[config.mk]
export PLATFORM = sky130hd
export DESIGN_NAME = ucrn
export DESIGN_NICKNAME = d
export VERILOG_FILES = /design/src/rtl/ucrn.sv
export SDC_FILE = /design/constraint.sdc
export NUM_CORES = 1
export LEC_CHECK = 0
export ABC_AREA = 1
export BUFFER_PORTS_ARGS = -buffer_cell sky130_fd_sc_hd__buf_2
export CAP_MARGIN = 20
export CORE_MARGIN = 4
export CORE_UTILIZATION = 54
export DETAILED_ROUTE_END_ITERATION = 10
export GPL_TIMING_DRIVEN = 0
export PLACE_DENSITY = 0.8
export SLEW_MARGIN = 20
export SYNTH_ARGS = -nofsm -noshare
export SYNTH_HDL_FRONTEND = slang
export SYNTH_SLANG_ARGS = --single-unit
[constraint.sdc]
create_clock -name CLK -period 1.8 [get_ports CLK]
set_input_delay 0.09 -clock CLK [delete_from_list [all_inputs] [get_ports CLK]]
set_output_delay 0.09 -clock CLK [all_outputs]
set_load 0.01 [all_outputs]
[src/rtl/ucrn.sv]
// ucrn: N-bit universal up/down counter with programmable wrap limit,
// optional saturation, a combinational terminal-count carry for cascading,
// and a sticky overflow flag. Bit 0 is the MSB on every vector port.
module ucrn #(
  parameter int               WIDTH    = 8,
  parameter bit               SATURATE = 1'b0,
  parameter logic [0:WIDTH-1] RESETVAL = '0
) (
  input  logic             CLK,
  input  logic             RESET,
  input  logic [0:WIDTH-1] D,
  input  logic [0:1]       SEL,
  input  logic             CIN,
  input  logic [0:WIDTH-1] LIMIT,
  output logic [0:WIDTH-1] Q,
  output logic             COUT,
  output logic             OVF
);

  typedef enum logic [1:0] {
    M_LOAD = 2'b00,
    M_DEC  = 2'b01,
    M_INC  = 2'b10,
    M_HOLD = 2'b11
  } mode_e;

  localparam logic [0:WIDTH-1] ONE = {{(WIDTH-1){1'b0}}, 1'b1};

  mode_e            mode;
  logic             at_lim;
  logic             at_zero;
  logic [0:WIDTH-1] q_nxt;
  logic             ovf_nxt;

  assign mode    = mode_e'(SEL);
  // Q above LIMIT (possible after a LOAD) is treated as terminal too.
  assign at_lim  = (Q >= LIMIT);
  assign at_zero = (Q == '0);

  // Next-state and lookahead carry; LIMIT is live, not registered.
  always_comb begin
    q_nxt   = Q;
    ovf_nxt = OVF;
    COUT    = 1'b0;
    case (mode)
      M_LOAD: begin
        q_nxt   = D;
        ovf_nxt = 1'b0;
        COUT    = 1'b1;
      end
      M_INC: begin
        COUT = CIN & at_lim;
        if (CIN) begin
          if (!at_lim) begin
            q_nxt = Q + ONE;
          end else begin
            ovf_nxt = 1'b1;
            q_nxt   = SATURATE ? LIMIT : '0;
          end
        end
      end
      M_DEC: begin
        COUT = CIN & at_zero;
        if (CIN) begin
          if (!at_zero) begin
            q_nxt = Q - ONE;
          end else begin
            ovf_nxt = 1'b1;
            q_nxt   = SATURATE ? '0 : LIMIT;
          end
        end
      end
      default: ;
    endcase
  end

  // Counter and sticky flag; reset beats every mode.
  always_ff @(posedge CLK) begin
    if (RESET) begin
      Q   <= RESETVAL;
      OVF <= 1'b0;
    end else begin
      Q   <= q_nxt;
      OVF <= ovf_nxt;
    end
  end

endmodule

==> run_results.csv <==
group,metric,value,unit
setup_path,start_kind,"flop",
setup_path,critPathBufInv,1,
routing,drt_wl_total,3730,µm
synthesis,synth_area,0.001335,mm²
synthesis,ys_seq_area_share,13.50,%
layout,multi_input_area,0.001017,mm²
synthesis,yosysWarnings,0,
place,hpwl,2657,µm
setup_path,worstSetupEndpointType,"output port",
synthesis,synth_edf_count,0,
global_route,grt_pass1_vias,1386,
layout,area_delta_synth_final,24.55,%
global_route,grt_pass1_wl,6196,µm
setup_path,critPathTopFamily,"simple AND/OR/NAND/NOR gates",
layout,seq_area,191.4,µm²
sta,fmax,0.5519,GHz
power,total_power,0.001016,W
setup_path,cp.arrival,1720,ps
sta,hold_ws,185.6,ps
synthesis,synthDistinctLibCells,28,
setup_path,max_stage_delay,370,ps
clock_network,cts_sinks,9,
global_route,grt_overflow,0,
routing,wl_per_cell,12.64,µm
synthesis,yosys.area.top_type,"nand2_1",
setup_path,cp.required,1710,ps
setup_path,critPathKind,"flop to output port",
die,start_util,58.66,%
layout,fin_nets,304,
clock_network,cts_tree,"built",
setup_path,slowest_stage,"dfxtp_2",
synthesis,ys_ff_latch,9,
sta,fin_crit,1812,ps
hold_path,min_path_type,"input pin to flop",
clock_network,cts_inserted_buffers,3,
layout,stdcell_area,0.001663,mm²
setup_path,rr_worst_depth,9,
sta,fin_crit_sh,100.7,%
clock_network,path_clk_slew,60,ps
layout,num_antenna_cells,0,
flow_run,maxCapViolCount,0,
die,die_x,57.72,µm
global_route,grt_use_total,23.32,%
synthesis,synthesis.nets,264,
clock_network,cts.hold.buffers_added,0,
synthesis,synth_ff_type,"dfxtp_1",
place,gp_congestion,0.8931,
setup_path,crit_chain,"ha_1, nand2_1, nor2_2, nand2_4, nand3_2, nand4_1, a21oi_1, buf_2",
layout,layout-drive-gt1-share,31.09,%
power,p_leak,0.9200,nW
synthesis,synthArstFlopShare,0,%
setup_path,cp.depth,8,
sta,skew,2.636,ps
run_status,violations,"negative setup slack",
clock_network,cts_max_level,1,
setup_path,path_max_fanout,8,
sta,fin_setup_tns,-11.97,ps
routing,drtIter0Drc,65,
routing,viasPerCell,5.298,
synthesis,avgSynthCellArea,5.855,µm²
sta,drv_slew,0,
clock_network,cts_max_path_buffers,2,
die,coreArea,0.002276,mm²
synthesis,synthCells,228,
global_route,antenna_found_initial,0,
sta,slew_headroom,63.62,%
sta,final-setup-viol-count,1,
sta,finalHoldViolations,0,
run_status,status,"complete, but fails checks",
place,io_buffers,29,
die,die-area,0.003332,mm²
routing,drc,0,
power,peakVddDrop,558.0,µV
die,rows,17,
power,pwr_density_cell,610.9,mW/mm²
synthesis,synthTopCellsByArea,"nand2_1, ha_1, dfxtp_1",
synthesis,synth_common_cells,"nand2_1, inv_1, nor2_1, nand3_1, a21oi_1",
sta,tightest_slew,545.7,ps
die,die_y,57.72,µm
global_route,grt_max_degree,11,
die,pin_count,31,
sta,setup_ws,-11.97,ps
routing,drt_pass1_iterations,4,
clock_network,worstSkewPairLatency,270,ps
hold_path,worstHoldPathCells,5,
sta,grt_setup_unrepaired,"yes",
place,place_ws,-246.3,ps
routing,vias,1563,
synthesis,synth_most_common_cell,"nand2_1",
clock_network,clockRootBuffer,"clkbuf_4",
synthesis,yosysTopAreaCellShare,17.15,%
layout,nFillCells,214,
place,placed_area,0.001515,mm²
routing,postRouteAntennaNets,0,
## layer usage
layer	vias up	wire length [µm]	track usage, %
met4	0	29	4.636
met5	-	0	0
met1	698	1547	28.82
met3	4	266	5.568
li1	804	-	-
met2	57	1887	40.97
## per-stage QoR
stage | util, % | instances
after detailed placement | 66.57 | 285
after CTS | 70.70 | 292
final | 73.06 | 295
after global routing | 73.06 | 295
after floorplan | - | 228
after global placement | 66.57 | 285
## logic make-up (layout without fill, tap and decap cells)
kind of cell	after synthesis	after routing	synth area share (%)
buffers and inverters	47	86	14.62
adder cells (fa/ha/maj)	15	15	14.06
flip-flops	9	9	13.50
AND/OR/NAND/NOR	127	127	43.86
AO/OA/AOI/OAI	26	26	11.34
XOR/XNOR	4	4	2.625
## worst paths after layout
check | slack (ps) | endpoint | startpoint
worst max-delay path | -10 | COUT | Q[1]
worst min-delay path | 190 | Q[7] | D[7]
worst max register to register | 160 | Q[0] | Q[4]
worst min register to register | 460 | OVF | OVF
## layout make-up
class                           count  share of cell area, %
Sequential cell                     9                  11.51
Clock buffer                        4                  1.580
Buffer                              7                  2.483
Tap cell                           28                  2.107
Multi-Input combinational cell    172                  61.17
Inverter                           39                  9.255
Timing Repair Buffer               36                  11.89
## sequential cells by signal, summed over array words and instances (netlist names)
name  count
Q         8
OVF       1
## cell usage in the layout (no fill, tap or decap), drive strengths merged
cell | synthesis | routed
nand2 | 63 | 63
buf | 6 | 42
inv | 36 | 36
nor2 | 30 | 30
a21oi | 23 | 23
nand3 | 20 | 20
ha | 15 | 15
nand4 | 13 | 13
dfxtp | 9 | 9
clkbuf | 2 | 5
xor2 | 3 | 3
clkinv | 3 | 3
o21ai | 2 | 2
o21a | 1 | 1
nor3 | 1 | 1
xnor2 | 1 | 1
## worst register-to-register path: cells and delay by family (launching register included)
family,cells,cell delay (ps)
compound gates,2,310
fa+ha+maj,1,310
simple gates,5,390
flops,1,380
buf+inv,1,160
## repair_timing
item	4_1_cts	5_1_grt
pin swaps	5	4
setup buffers	4	3
setup endpoints to repair	10	8
gates resized for setup	15	8
## where the power goes
part           total, W  internal, W  switching, W
registers      0.000253     0.000221     0.0000319
logic          0.000601     0.000238      0.000363
clock network  0.000161    0.0000858     0.0000756
Note: power is estimated with default switching activity, not from simulation.
